===== src/rtl/mag_cordic_pkg.sv =====
// Shared definitions for the iterative CORDIC magnitude engine: FSM state
// encoding, default datapath width, default gain constant and the helper
// that sizes the iteration counter.
package mag_cordic_pkg;

    localparam int DIN_W        = 24;
    localparam int IW_DEF       = 26;
    localparam int NUM_ITER_DEF = 16;
    // 1/1.646760 scaled by 2^17 (unsigned Q0.17)
    localparam int K_GAIN_DEF   = 79594;
    localparam int GAIN_FRAC    = 17;

    typedef enum logic [1:0] {
        ST_IDLE = 2'd0,
        ST_ITER = 2'd1,
        ST_GAIN = 2'd2,
        ST_DONE = 2'd3
    } state_e;

    // Width of the iteration counter; a single-iteration build still needs one bit.
    function automatic int iter_cnt_width(input int num_iter);
        int w;
        if (num_iter > 1) begin
            w = $clog2(num_iter);
        end else begin
            w = 1;
        end
        return w;
    endfunction

endpackage


===== src/rtl/mag_rot_var.sv =====
// One CORDIC vectoring micro-rotation with a run-time shift amount.
// The rotation direction drives y toward zero; the shift is a log-depth
// barrel arithmetic shifter so the same stage serves every iteration.
module mag_rot_var
    import mag_cordic_pkg::*;
#(
    parameter int IW = IW_DEF,
    parameter int KW = 4
) (
    input  logic signed [IW-1:0] x,
    input  logic signed [IW-1:0] y,
    input  logic        [KW-1:0] k,
    output logic signed [IW-1:0] x_next,
    output logic signed [IW-1:0] y_next
);

    logic signed [IW-1:0] x_shift_s;
    logic signed [IW-1:0] y_shift_s;

    // Barrel arithmetic shifter: stage b shifts by 2^b when bit b of k is set.
    always_comb begin
        x_shift_s = x;
        y_shift_s = y;
        for (int b = 0; b < KW; b++) begin
            if (k[b]) begin
                x_shift_s = x_shift_s >>> (2 ** b);
                y_shift_s = y_shift_s >>> (2 ** b);
            end else begin
                x_shift_s = x_shift_s;
                y_shift_s = y_shift_s;
            end
        end
    end

    // Rotate toward the positive x axis: direction chosen by the sign of y.
    always_comb begin
        x_next = x;
        y_next = y;
        if (y[IW-1]) begin
            x_next = x - y_shift_s;
            y_next = y + x_shift_s;
        end else begin
            x_next = x + y_shift_s;
            y_next = y - x_shift_s;
        end
    end

endmodule


===== src/rtl/mag_cordic_seq.sv =====
// Iterative CORDIC magnitude engine: |i + jq| for a 24-bit signed sample.
// One shared rotation stage is reused for NUM_ITER cycles, then the CORDIC
// gain is removed with a single multiply and the result is saturated to 24 bits.
// Valid/ready on both sides; one sample in flight at a time.
module mag_cordic_seq
    import mag_cordic_pkg::*;
#(
    parameter int NUM_ITER = NUM_ITER_DEF,
    parameter int IW       = IW_DEF,
    parameter int K_GAIN   = K_GAIN_DEF
) (
    input  logic        clk,
    input  logic        reset_b,
    input  logic        in_valid,
    output logic        in_ready,
    input  logic [23:0] i_in,
    input  logic [23:0] q_in,
    output logic        out_valid,
    input  logic        out_ready,
    output logic [23:0] mag_out,
    output logic        busy
);

    localparam int              KW        = iter_cnt_width(NUM_ITER);
    localparam int              PW        = IW + 18;
    localparam logic [KW-1:0]   ITER_LAST = KW'(NUM_ITER - 1);
    localparam logic [KW-1:0]   CNT_ONE   = KW'(1);
    localparam logic [PW-1:0]   K_GAIN_W  = PW'(K_GAIN);
    localparam logic [PW-1:0]   SAT_MAX   = PW'(24'hFFFFFF);

    state_e               state_r;
    logic signed [IW-1:0] x_r;
    logic signed [IW-1:0] y_r;
    logic        [KW-1:0] iter_cnt_r;

    logic signed [IW-1:0] i_ext_s;
    logic signed [IW-1:0] q_ext_s;
    logic signed [IW-1:0] i_abs_s;
    logic signed [IW-1:0] x_next_s;
    logic signed [IW-1:0] y_next_s;
    logic        [PW-1:0] prod_s;
    logic        [PW-1:0] m_s;
    logic        [23:0]   mag_sat_s;

    // Widen the inputs; |i| is taken after widening so -2^23 negates cleanly.
    always_comb begin
        i_ext_s = {{(IW-DIN_W){i_in[DIN_W-1]}}, i_in};
        q_ext_s = {{(IW-DIN_W){q_in[DIN_W-1]}}, q_in};
        if (i_in[DIN_W-1]) begin
            i_abs_s = -i_ext_s;
        end else begin
            i_abs_s = i_ext_s;
        end
    end

    mag_rot_var #(
        .IW (IW),
        .KW (KW)
    ) u_rot (
        .x      (x_r),
        .y      (y_r),
        .k      (iter_cnt_r),
        .x_next (x_next_s),
        .y_next (y_next_s)
    );

    // Gain correction: unsigned x times K in Q0.17, drop the fraction, saturate.
    always_comb begin
        prod_s = PW'($unsigned(x_r)) * K_GAIN_W;
        m_s    = prod_s >> GAIN_FRAC;
        if (m_s > SAT_MAX) begin
            mag_sat_s = 24'hFFFFFF;
        end else begin
            mag_sat_s = m_s[23:0];
        end
    end

    // Control FSM with the working registers and all registered outputs.
    always_ff @(posedge clk or negedge reset_b) begin
        if (!reset_b) begin
            state_r    <= ST_IDLE;
            x_r        <= {IW{1'b0}};
            y_r        <= {IW{1'b0}};
            iter_cnt_r <= {KW{1'b0}};
            in_ready   <= 1'b1;
            out_valid  <= 1'b0;
            mag_out    <= 24'd0;
            busy       <= 1'b0;
        end else begin
            case (state_r)
                ST_IDLE: begin
                    if (in_valid && in_ready) begin
                        x_r        <= i_abs_s;
                        y_r        <= q_ext_s;
                        iter_cnt_r <= {KW{1'b0}};
                        in_ready   <= 1'b0;
                        busy       <= 1'b1;
                        state_r    <= ST_ITER;
                    end else begin
                        in_ready   <= 1'b1;
                        busy       <= 1'b0;
                        state_r    <= ST_IDLE;
                    end
                end
                ST_ITER: begin
                    x_r        <= x_next_s;
                    y_r        <= y_next_s;
                    iter_cnt_r <= iter_cnt_r + CNT_ONE;
                    if (iter_cnt_r == ITER_LAST) begin
                        state_r <= ST_GAIN;
                    end else begin
                        state_r <= ST_ITER;
                    end
                end
                ST_GAIN: begin
                    mag_out   <= mag_sat_s;
                    out_valid <= 1'b1;
                    state_r   <= ST_DONE;
                end
                ST_DONE: begin
                    if (out_ready) begin
                        out_valid <= 1'b0;
                        in_ready  <= 1'b1;
                        busy      <= 1'b0;
                        state_r   <= ST_IDLE;
                    end else begin
                        out_valid <= 1'b1;
                        state_r   <= ST_DONE;
                    end
                end
                default: begin
                    state_r    <= ST_IDLE;
                    x_r        <= {IW{1'b0}};
                    y_r        <= {IW{1'b0}};
                    iter_cnt_r <= {KW{1'b0}};
                    in_ready   <= 1'b1;
                    out_valid  <= 1'b0;
                    busy       <= 1'b0;
                end
            endcase
        end
    end

endmodule


===== config.mk =====
export PLATFORM = sky130hd
export DESIGN_NAME = mag_cordic_seq
export DESIGN_NICKNAME = d
export VERILOG_FILES = /design/src/rtl/mag_cordic_pkg.sv /design/src/rtl/mag_rot_var.sv /design/src/rtl/mag_cordic_seq.sv
export SDC_FILE = /design/constraint.sdc
export NUM_CORES = 1
export LEC_CHECK = 0
export CORE_ASPECT_RATIO = 1.1
export CORE_MARGIN = 2
export CORE_UTILIZATION = 40
export DETAILED_ROUTE_END_ITERATION = 10
export PLACE_DENSITY = 0.6
export SLEW_MARGIN = 20
export SYNTH_ARGS = -nofsm -noshare
export SYNTH_HDL_FRONTEND = slang
export SYNTH_SLANG_ARGS = --single-unit

===== constraint.sdc =====
create_clock -name clk -period 15 [get_ports clk]
set_input_delay 3 -clock clk [delete_from_list [all_inputs] [get_ports clk]]
set_output_delay 3 -clock clk [all_outputs]
set_load 0.02 [all_outputs]

### Word level (Yosys, flattened, before mapping)

Cells that the tools add are included.

* register bits after elaboration: 85
* bits in latches: 0
* RAM bits: 0
* bits in read-only memories: 0
* bits of input ports: 52
* output and inout port bits: 27
* memories kept: 0

* add/subtract/negate cells: 6
* multipliers: 1
* divide/modulo/power cells: 0
* order comparisons: 1
* equality and inequality tests: 6
* shift-type cells: 0
* mux-type cells: 30
* bitwise gates (word level): 0
* reductions and logical operators: 7

Operator list (count)
* $mux 25: 8
* $mux 26: 5
* $pmux 26 s2: 2
* $add 26x26->26: 2
* $sub 26x26->26: 2
* $mul 26x16->42 const B: 1
* $gt 26x24->1 const B: 1
* $neg 24->26: 1
* $mux 24: 1
* $pmux 2 s4: 1
* $pmux 4 s2: 1
* $mux 1: 6
* $pmux 1 s2: 3
* $reduce_bool 2->1: 3
* $add 4x1->4 const B: 1
* $eq 2x2->1 const B: 2
* $eq 4x4->1 const B: 1
* $mux 2: 2
* $mux 4: 1
* $ne 2x2->1 const B: 2
* $reduce_and 2->1: 2
* $eq 2x1->1 const B: 1
* $logic_not 2->1: 1
* $logic_and 1x1->1: 1

### Longest topological paths before layout

* word-level depth: 7
* mapped depth: 29

### By module

Synthesis repeated with hierarchy kept, for this count alone.

* cells, all modules: 2053
* area total of the unflattened synthesis: 18235.0 um^2

Modules (own cells, without submodules)
* mag_cordic_seq: times used 1, cells an instance 1225, area an instance 11826.3 um^2, sequential area each 2128.3 um^2
* mag_rot_var: times used 1, cells an instance 828, area an instance 6408.6 um^2, sequential area each 0.0 um^2

### Worst setup path before layout

No wires, ideal clock.

* path kind: register to register
* from: reg x_r[20]
* to: reg mag_out[23]
* library setup time: 126 ps
* arrival: 6392 ps
* setup slack: 8482 ps
* cell stages (with the launch flop): 24
* period minus slack after synthesis: 6518 ps
* cell sequence: dfrtp_1 > inv_1 > fa_1 > fa_1 > inv_1 > fa_1 > inv_1 > fa_1 > inv_1 > fa_1 > inv_1 > fa_1 > inv_1 > ha_1 > a21o_1 > a21o_1 > a21oi_1 > nor3b_1 > a221oi_1 > a41o_1 > a211o_1 > a21oi_1 > mux2i_1 > o32a_1

* cells in the longest elaborated chain, start to end: 3

RTL lines
* start, declared: RTL line mag_cordic_seq.sv:32 `logic signed [IW-1:0] x_r;`
* start signal, assigned: RTL line mag_cordic_seq.sv:82 `x_r <= {IW{1'b0}};`
* start signal, assigned: RTL line mag_cordic_seq.sv:93 `x_r <= i_abs_s;`
* start signal, assigned: RTL line mag_cordic_seq.sv:106 `x_r <= x_next_s;`
* $mul 26x16->42 (*): RTL line mag_cordic_seq.sv:69 `prod_s = PW'($unsigned(x_r)) * K_GAIN_W;`
* $gt 26x24->1: RTL line mag_cordic_seq.sv:71 `if (m_s > SAT_MAX) begin`
* $mux 24 (*): RTL line mag_cordic_seq.sv:71
* end signal, assigned: RTL line mag_cordic_seq.sv:116 `mag_out <= mag_sat_s;`
* end, declared: RTL line mag_cordic_seq.sv:20 `output logic [23:0] mag_out,`

Mark *: on every way between the ends. The rest lies on a longest branch, timed or not.
A chain may end at the register's enable or synchronous reset.

### Final worst setup path

* from: reg x_r[16]
* to: reg mag_out[23]

Same word-level chain as after synthesis.

==> results.tsv <==
stage	metric	value	unit
detailed_routing	Iteration-0 DRC Markers	1077	
layout	commonest non-fill, non-tap cell in the layout	inv_1	
clock_network	Post-CTS Setup Bufs	0	
yosys	number of enable flip-flop cells after synthesis	0	
floorplanning	chip width	208	µm
detailed_routing	vias per cell	5.71	
clock_network	CTS Buffer Depth	2	
layout	Synth-to-Final Area Change	8.44	%
timing	Final TNS setup	0	ns
clock_network	H-tree Lvls	3	
yosys	Synth cell types	84	
floorplanning	Initial Util	0.403	
placed_design	Final Wtd Congestion	0.856	
setup_path	CP Launch Type	register	
global_routing	largest net degree at the start of global routing	79	
yosys	sequential fraction of the synthesis area	0.116	
setup_path	WP data required	15.26	ns
setup_path	critical path cell sequence	inv_1 > fa_1 > fa_1 > inv_1 > fa_1 > fa_1 > fa_1 > inv_1 > fa_1 > inv_1 > ha_1 > and4_1 > nand3_1 > a2111oi_0 > a21oi_1 > a221oi_1 > a41o_1 > a211o_1 > a21oi_1 > mux2i_1 > o32a_1	
setup_path	CP delay by family, top	adder cells	
timing	f_max	0.132	GHz
setup_path	slowest stage cell, crit path	dfrtp_1	
floorplanning	area of the core	0.0453	mm²
detailed_routing	average routed wire per standard cell	19.2	µm
timing	Slew headroom	0.400	
clock_network	CTS clk-pin slew, worst paths	0.07	ns
clock_network	TritonCTS sink count	85	
detailed_routing	DRC viols	0	
global_routing	gr ovfl total	0	
layout	commonest non-fill, non-tap cells in the layout	inv_1, ha_1, fa_1	
yosys	top cell type's share of synthesized area	0.193	
setup_path	Max FO, Critical Path	13	
yosys	Mapped Avg Cell Area	8.93	µm²
run	Max-Cap Viols	0	
timing	Max Clock Skew	0.0122	ns
timing	min Tclk post-route	7.60	ns
setup_path	CP max stage delay	0.83	ns
yosys	Post-Synthesis Cell Area	0.0183	mm²
floorplanning	die height	228	µm
floorplanning	io pins	79	
placed_design	Port-buffer cells	78	
timing	Pins Over Slew Limit	0	
detailed_routing	Final ANT Viol Nets	0	
setup_path	Crit Path Category	reg -> reg	
layout	filler cell count	4486	
detailed_routing	Via Count	15185	
yosys	Ys Warns	0	
worst_hold_path	Hold Crit Start	out_valid	
clock_network	CTS tree	built	
timing	final setup fails	0	
timing	worst slew pin tran	0.877	ns
clock_network	Clock Latency Late Sink	0.38	ns
floorplanning	Die Area	0.0474	mm²
yosys	net count after synthesis	2502	
clock_network	total CTS buffers	9	
layout	ant diodes	0	
setup_path	Crit. End Element	register	
setup_path	worst path bufs/invs	4	
setup_path	worst reg2reg setup slack	7.40	ns
yosys	top area cells in the synthesized netlist	fa_1, ha_1, dfrtp_1	
yosys	Synth Instances	2047	
global_routing	overall routing resource usage	0.218	
timing	unrepaired setup endpoints after global routing	false	
setup_path	CP most frequent cell	fa_1	
clock_network	post-cts repair resize count	0	
global_routing	first-pass GRT wire length	83.1	mm
timing	Final Hold Slack	0.507	ns
outcome	outcome	complete, no violations	
worst_hold_path	Worst Hold Class	reg -> reg	
setup_path	CP Data Arrival Time	7.87	ns
layout	share of cells above drive strength 1	0.0628	
detailed_routing	Routed Wire Length	51.0	mm
global_routing	initial antenna violation count	0	
setup_path	crit path launch	x_r[16]	
yosys	Primary FF master, synth	dfrtp_1	
layout	Nets	2520	
timing	Final Hold Violating Endpoints	0	
clock_network	hold buffer count at CTS	0	
yosys	share of async-settable or async-resettable flops after synthesis	1.00	
yosys	most area-hungry cell type in the Yosys netlist	fa_1	
yosys	#FFs+latches synth	85	
clock_network	root buffer cell	clkbuf_16	
timing	Tcrit/Tclk final	0.507	
detailed_routing	number of iterations in the first detailed-routing pass	6	
setup_path	r2r startpoint	x_r[16]	
placed_design	post-detail-place hpwl	39.5	mm
floorplanning	row cnt	82	
global_routing	vias in the first global route	15288	
-- synth_stat cells (all sizes together) (29+ instances only) --
library cell / instances
nor2: 110
a21oi: 120
nand2: 167
clkbuf: 49
a31oi: 30
xor2: 64
mux2i: 48
xnor2: 71
o211ai: 29
buf: 35
fa: 176
mux4: 47
ha: 227
inv: 285
a21o: 39
o21ai: 109
nand3: 33
dfrtp: 84
-- worst reg2reg max path: stages (launching register included) --
cell,delay [ns]
dfrtp_1,0.83
inv_1,0.33
fa_1,0.58
fa_1,0.52
inv_1,0.05
fa_1,0.51
fa_1,0.44
fa_1,0.55
inv_1,0.05
fa_1,0.52
inv_1,0.04
ha_1,0.37
and4_1,0.31
nand3_1,0.11
a2111oi_0,0.49
a21oi_1,0.19
a221oi_1,0.48
a41o_1,0.34
a211o_1,0.18
a21oi_1,0.11
mux2i_1,0.15
o32a_1,0.34
-- final timing paths --
kind                       depth (start not counted)            end
min in group asynchronous                          1    mag_out[22]
hold / removal                                     2      out_valid
max in group asynchronous                          2  iter_cnt_r[1]
hold reg to reg                                    2      out_valid
setup / recovery                                  21    mag_out[23]
setup reg to reg                                  21    mag_out[23]
-- layer usage --
layer | track usage | share of wire | vias up
li1 | - | - | 7168
met1 | 0.302 | 0.45 | 7604
met2 | 0.361 | 0.49 | 358
met3 | 0.0209 | 0.043 | 55
met4 | 0.0616 | 0.021 | 0
met5 | 0 | 0 | -
-- cells by family (layout without fill, tap and decap cells) --
group	Yosys count	after routing	share of synthesized area
AOI/OAI and AO/OA	495	495	0.177
and+or+nand+nor	444	444	0.115
adders and majority gates	403	403	0.348
buffers and inverters	369	392	0.0804
xor gates and xnor gates	135	135	0.0647
muxes	116	116	0.0978
DFF	85	85	0.116
-- sequential cells by signal, indices dropped and copies added (netlist names) --
signal and cells:
iter_cnt_r 4, x_r 26, y_r 26, out_valid 1, in_ready 1, busy 1, mag_out 24, state_r 2
-- cell type report --
cell class                 count  area, µm²  share of cell area
clock buffer                  11        243              0.0122
clock inverter                 5       60.1             0.00303
inverter                     285       1070              0.0540
multi-input combinational   1593      14700               0.742
sequential                    85       2140               0.108
tap                          588        736              0.0371
timing repair buffer          91        876              0.0442
-- metrics by stage --
step | instance area, µm² | instances | setup slack [ns] | utilization
detailed placement | 19500 | 2642 | 7.39 | 0.430
global placement | 19500 | 2642 | 7.46 | 0.430
global route | 19800 | 2658 | 7.03 | 0.437
finish | 19800 | 2658 | 7.40 | 0.437
floorplan | 18300 | 2047 | 8.48 | -
CTS | 19800 | 2658 | 7.39 | 0.437
Power is not shown: default switching activity piles up to over one toggle a cycle in this logic, so the estimate is an artifact.
